==> src/rtl/ctrl_pipe_pkg.sv <==
// Shared definitions for the decoded control-bundle pipeline: depth limit,
// bundle field positions used by the decoders/datapath, and stage operations.
package ctrl_pipe_pkg;

  localparam int unsigned CTRL_PIPE_MAX_STAGES = 8;
  localparam int unsigned CTRL_W_DEFAULT       = 16;

  // Field positions inside one control bundle
  localparam int unsigned CTRL_MEMTOREG   = 0;
  localparam int unsigned CTRL_MEMWRITE   = 1;
  localparam int unsigned CTRL_ALUSRC     = 2;
  localparam int unsigned CTRL_REGDST     = 3;
  localparam int unsigned CTRL_REGWRITE   = 4;
  localparam int unsigned CTRL_ALUCTL_LSB = 5;
  localparam int unsigned CTRL_ALUCTL_MSB = 7;

  localparam logic [CTRL_W_DEFAULT-1:0] CTRL_BUBBLE = '0;

  typedef enum logic [1:0] {
    OP_LOAD  = 2'd0,
    OP_HOLD  = 2'd1,
    OP_CLEAR = 2'd2
  } stageOpT;

  // Flush beats hold, hold beats bubble insertion, otherwise load.
  function automatic stageOpT stageOp(input logic flush, input logic hold,
                                      input logic bubble);
    if (flush)  return OP_CLEAR;
    if (hold)   return OP_HOLD;
    if (bubble) return OP_CLEAR;
    return OP_LOAD;
  endfunction

endpackage

==> src/rtl/ctrl_pipe_stage.sv <==
// One pipeline stage: a W-bit control bundle plus valid bit with async reset
// and flush / hold / bubble / load selection.
module ctrl_pipe_stage
  import ctrl_pipe_pkg::*;
#(
  parameter int unsigned W = 16
) (
  input  logic         clk,
  input  logic         rst,
  input  logic         flush,
  input  logic         hold,
  input  logic         bubble,
  input  logic [W-1:0] srcCtrl,
  input  logic         srcValid,
  output logic [W-1:0] ctrl,
  output logic         valid
);

  stageOpT op;

  always_comb begin
    op = stageOp(flush, hold, bubble);
  end

  always_ff @(posedge clk or posedge rst) begin
    if (rst) begin
      ctrl  <= '0;
      valid <= 1'b0;
    end else begin
      case (op)
        OP_CLEAR: begin
          ctrl  <= '0;
          valid <= 1'b0;
        end
        OP_HOLD: begin
          ctrl  <= ctrl;
          valid <= valid;
        end
        default: begin
          ctrl  <= srcCtrl;
          valid <= srcValid;
        end
      endcase
    end
  end

endmodule

==> src/rtl/ctrl_pipe.sv <==
// Control-bundle pipeline from decode through STAGES downstream stages with
// per-stage stall/flush. Optional stall counter: CTRL_PIPE_STALLCNT_EN.
module ctrl_pipe
  import ctrl_pipe_pkg::*;
#(
  parameter int unsigned W      = 16,
  parameter int unsigned STAGES = 3
) (
  input  logic                  clk,
  input  logic                  rst,
  input  logic [W-1:0]          d_ctrl,
  input  logic                  d_valid,
  output logic                  d_ready,
  input  logic [STAGES-1:0]     stall,
  input  logic [STAGES-1:0]     flush,
  output logic [STAGES*W-1:0]   q_ctrl,
  output logic [STAGES-1:0]     q_valid
`ifdef CTRL_PIPE_STALLCNT_EN
  ,
  output logic [31:0]           stall_cnt
`endif
);

  logic [STAGES-1:0] hold;

  // Hold chain: a stall anywhere at or below a stage freezes it.
  always_comb begin
    hold = '0;
    hold[STAGES-1] = stall[STAGES-1];
    for (int unsigned k = 1; k < STAGES; k++) begin
      hold[STAGES-1-k] = stall[STAGES-1-k] | hold[STAGES-k];
    end
  end

  assign d_ready = ~hold[0];

  genvar g;
  for (g = 0; g < STAGES; g++) begin : gStage
    logic [W-1:0] srcCtrl;
    logic         srcValid;
    logic         bubble;

    if (g == 0) begin : gHead
      assign srcCtrl  = d_ctrl;
      assign srcValid = d_valid;
      assign bubble   = 1'b0;
    end else begin : gBody
      assign srcCtrl  = q_ctrl[(g-1)*W +: W];
      assign srcValid = q_valid[g-1];
      // A flushed-and-held upstream stage hands its old contents on rather
      // than a bubble, so the bundle moves down once and is not lost.
      assign bubble   = hold[g-1] & ~flush[g-1];
    end

    ctrl_pipe_stage #(.W(W)) uStage (
      .clk      (clk),
      .rst      (rst),
      .flush    (flush[g]),
      .hold     (hold[g]),
      .bubble   (bubble),
      .srcCtrl  (srcCtrl),
      .srcValid (srcValid),
      .ctrl     (q_ctrl[g*W +: W]),
      .valid    (q_valid[g])
    );
  end

`ifdef CTRL_PIPE_STALLCNT_EN
  logic [31:0] stallCnt;

  always_ff @(posedge clk or posedge rst) begin
    if (rst) begin
      stallCnt <= '0;
    end else if ((|stall) && (stallCnt != '1)) begin
      stallCnt <= stallCnt + 32'd1;
    end
  end

  assign stall_cnt = stallCnt;
`endif

endmodule
==> config.mk <==
export PLATFORM = sky130hd
export DESIGN_NAME = ctrl_pipe
export DESIGN_NICKNAME = d
export VERILOG_FILES = /design/src/rtl/ctrl_pipe_pkg.sv /design/src/rtl/ctrl_pipe_stage.sv /design/src/rtl/ctrl_pipe.sv
export SDC_FILE = /design/constraint.sdc
export NUM_CORES = 1
export LEC_CHECK = 0
export ABC_AREA = 1
export CAP_MARGIN = 30
export CORE_AREA = 8 8 105 107
export CTS_CLUSTER_DIAMETER = 40
export DETAILED_ROUTE_END_ITERATION = 12
export DIE_AREA = 0 0 113 115
export HOLD_SLACK_MARGIN = 0.05
export PLACE_DENSITY_LB_ADDON = 0.12
export SYNTH_ARGS = -nofsm -noshare
export SYNTH_HDL_FRONTEND = slang
export SYNTH_SLANG_ARGS = --single-unit
export TNS_END_PERCENT = 1
==> constraint.sdc <==
create_clock -name clk -period 1.95 [get_ports clk]
set_input_delay 0.195 -clock clk [delete_from_list [all_inputs] [get_ports clk]]
set_output_delay 0.195 -clock clk [all_outputs]
set_load 0.05 [all_outputs]
After elaboration in Yosys (flattened, before gate mapping)

Cells that the tools add are included.

Output and inout bits: 52
Input bits: 25
Logic and storage cells: 59
Bits in registers: 51

Bitwise gates (word level): 7
Equal/unequal tests: 6
Multiplexer cells: 40

Operators with widths:

| operator           | number |
|---|---|
| $pmux 16 s2        | 3 |
| $mux 2             | 17 |
| $mux 1             | 17 |
| $eq 2x1->1 const B | 3 |
| $eq 2x2->1 const B | 3 |
| $pmux 1 s2         | 3 |
| $not 1->1          | 3 |
| $and 1x1->1        | 2 |
| $or 1x1->1         | 2 |

Logic depth before layout (Yosys ltp)

Depth in word-level cells: 11
Mapped depth: 7
Mapped depth without buffers: 6

By module

A second synthesis with hierarchy kept.

Cells, all modules: 343
Area, all modules: 2596.2 um2

Modules (own cells, without submodules):

| module          | cells each | instances | area an instance (um2) | sequential area each (um2) |
|---|---|---|---|---|
| ctrl_pipe_stage | 111        | 3         | 848.3                  | 425.4 |
| ctrl_pipe       | 10         | 1         | 51.3                   | 0.0 |

Least setup slack after synthesis

No wires, ideal clock.

Kind: input port to output port
Start: input port stall[2]
End: output port d_ready
Buffers on the path: 2
Stages on the path: 5
Data arrival time: 0.979 ns
Path slack: 0.776 ns
Data required time: 1.755 ns
Cell sequence: nor2_2 > nand2_2 > buf_6 > buf_4 > inv_1

Cells in the longest elaborated chain, start to end: 3

RTL lines:

| element                 | RTL line        | text |
|---|---|---|
| start, declared         | ctrl_pipe.sv:14 | `input logic [STAGES-1:0] stall,` |
| $or 1x1->1 (2 in a row) | ctrl_pipe.sv:31 | `hold[STAGES-1-k] = stall[STAGES-1-k] \| hold[STAGES-k];` |
| $not 1->1               | ctrl_pipe.sv:35 | `assign d_ready = ~hold[0];` |
| end, declared           | ctrl_pipe.sv:13 | `output logic d_ready,` |

No other way between the ends.

Worst setup path in the final report

Start: register gStage[0].uStage.ctrl[0]
End: output port q_ctrl[0]

RTL lines:

| element                | RTL line              | text |
|---|---|---|
| start, declared        | ctrl_pipe_stage.sv:15 | `output logic [W-1:0] ctrl,` |
| start signal, assigned | ctrl_pipe_stage.sv:36 | `ctrl <= ctrl;` |
| start signal, assigned | ctrl_pipe_stage.sv:40 | `ctrl <= srcCtrl;` |
| end, declared          | ctrl_pipe.sv:16       | `output logic [STAGES*W-1:0] q_ctrl,` |

No word-level cell between the ends.

==> out/results.ini <==
[critical_path]
critPathMaxStageDelay_ns=0.84
ff2ff_setup_slack_ns=1.20
crit_buf_inv=1
crit_fanout=3
cp-startpoint=gStage[0].uStage.ctrl[0]
endpoint_kind=primary output
path_class=flop to primary output
rr_startpoint=gStage[1].uStage.ctrl[6]
path_delay_family=buffers and inverters
path_cells=clkdlybuf4s50_1
slowest_stage=clkdlybuf4s50_1
required_ns=1.75
start_kind=flop
arrival_ns=1.57

[grt]
grt_pass1_wl_um=10550
grt_antenna_before_repair=0
overflow=0
grt_pass1_vias=1962
grt_max_degree=33
grt_usage_pct=10.26

[drt]
first_pass_iters=3
vias_per_cell=4.183
drtAntennaViolNets=0
drcViolationCount=0
dr_total_vias=1761
drt_iter0_markers=52
routedWlPerCell_um=15.05
finalWirelength_um=6334

[sta]
finalClockSkew_ns=0.008631
maxSlewHeadroom_pct=63.96
rsz0062_at_grt=false
period_share_pct=90.76
worst_slew_pin_slew_ns=0.5389
max_freq_mhz=565.0
min_period_ns=1.770
maxSlewViolCount=0
hold_violations=0
setup-violations-final=0
fin_tns_setup_ns=0

[clocking]
cts_buffers=5
cts_resized=0
cts_max_path_buffers=2
tritoncts=yes
cts_root_buf=clkbuf_8
cts_setup_buffers=0
cts_sinks=51
cts.clk_slew.worst_paths_ns=0.10
postCtsHoldBufs=0
htreeDepth=2
insertion_delay_ns=0.30

[cells_and_area]
area_growth_pct=40.67
multi_input_area_um2=843.3
nNetsFinal=332
nFillCells=1004
drive_above_1_share_pct=13.68
final_cell_area_um2=3216
seq_area_um2=1276
diodes=0

[logic_synthesis]
synth.distinct_cells=19
ys_async_sr_fraction_pct=100.0
ys_ff_latch=51
synth_most_common_cell=nand2_1
synth.cell_area_um2=2286
synth_edf_count=0
synth_warnings=0
synth_common_cells=nand2_1, dfrtp_1, nand3_1
synthFlopType=dfrtp_1
yosysSeqAreaShare_pct=55.83
syn_area_per_cell_um2=9.727
syn_nets=260
synth_area_leaders=dfrtp_1, nand2_1, nand3_1, nand3_2, o21ai_2
synthCells=235
synth_area_leader_cell=dfrtp_1
synth.top_cell.area_share_pct=55.83

[place]
dp_hpwl_um=4837
dpl_cell_area_um2=3113
gp_congestion=0.7282
port-buffer-count=76

[floorplanning]
rows=36
die-area_um2=13000
initial_core_util_pct=24.17
io_pins=77
die_y_um=115
die_w_um=113
core_um2=9459

[outcome]
status=complete, no violations

[power_and_ir_drop]
power_leakage_nw=1.487
total_power_mw=2.078
p_per_area_nw_per_um2=646.1
irDropWorstVdd_mv=0.2662

[job]
drv_cap=0

[min_path]
worstHoldPathType=input pin to asynchronous set/reset pin

registers in the layout (all words and copies together) (netlist names):
register             cells
gStage.uStage.valid      3
gStage.uStage.ctrl      48
layer usage:
metal	global-route usage [%]	wire length (um)	vias up
li1	-	-	896
met4	3.464	75	0
met1	12.25	2845	821
met3	2.679	297	6
met5	0	0	-
met2	17.58	3115	38
placed cells by master, fill, tap and decap left out, drive strengths merged:
cell type | Yosys | routed
clkdlybuf4s50 | 0 | 75
inv | 8 | 8
clkbuf | 0 | 6
nor2 | 4 | 4
bufinv | 1 | 2
nand3 | 34 | 34
buf | 13 | 3
o21ai | 17 | 17
nand2 | 107 | 107
dfrtp | 51 | 51
area by class of cell:
type                            count  share of cell area [%]
Clock inverter                      1                  0.9339
Multi-Input combinational cell    162                   26.23
Inverter                            9                   1.634
Tap cell                          114                   4.436
Sequential cell                    51                   39.69
Clock buffer                        6                   2.257
Timing Repair Buffer               78                   24.82
where the power goes:
group / leakage, nW / total, mW / switching, mW / internal (mW)
Clock: 0.0513 / 0.724 / 0.347 / 0.377
Sequential: 0.709 / 1.09 / 0.0154 / 1.07
Combinational: 0.727 / 0.267 / 0.169 / 0.0980
worst reg2reg max path, stage by stage, from the launching register on:
cell and delay (ns):
dfrtp_1 0.41, nand2_1 0.06, o21ai_0 0.20
path summary, 6_finish.rpt:
check	endpoint	cells after the start
hold / removal	gStage[2].uStage.ctrl[4]	2
setup / recovery	q_ctrl[0]	1
max in group asynchronous	gStage[0].uStage.ctrl[12]	3
min in group clk	gStage[0].uStage.ctrl[8]	3
hold reg to reg	gStage[2].uStage.ctrl[0]	2
setup reg to reg	gStage[2].uStage.ctrl[6]	2
through the flow:
| stage | util (%) | std cells | hold slack, ns | setup slack, ns |
|---|---|---|---|---|
| after global routing | 33.99 | 421 | 0.2640 | 0.1327 |
| after CTS | 33.99 | 421 | 0.2342 | 0.1482 |
| after floorplan | - | 235 | 0.3046 | 0.5255 |
| final | 33.99 | 421 | 0.2208 | 0.1802 |
| after detailed placement | 32.91 | 414 | 0.4690 | 0.3054 |
| after global placement | 32.91 | 414 | 0.4705 | 0.3653 |
cells by family after synthesis:
logic type      count (synthesis)  share of synthesized area (%)
simple gates                  145                          31.53
compound gates                 17                          5.364
buf+inv                        22                          7.279
flops                          51                          55.83
Note: power is estimated with default switching activity, not from simulation.
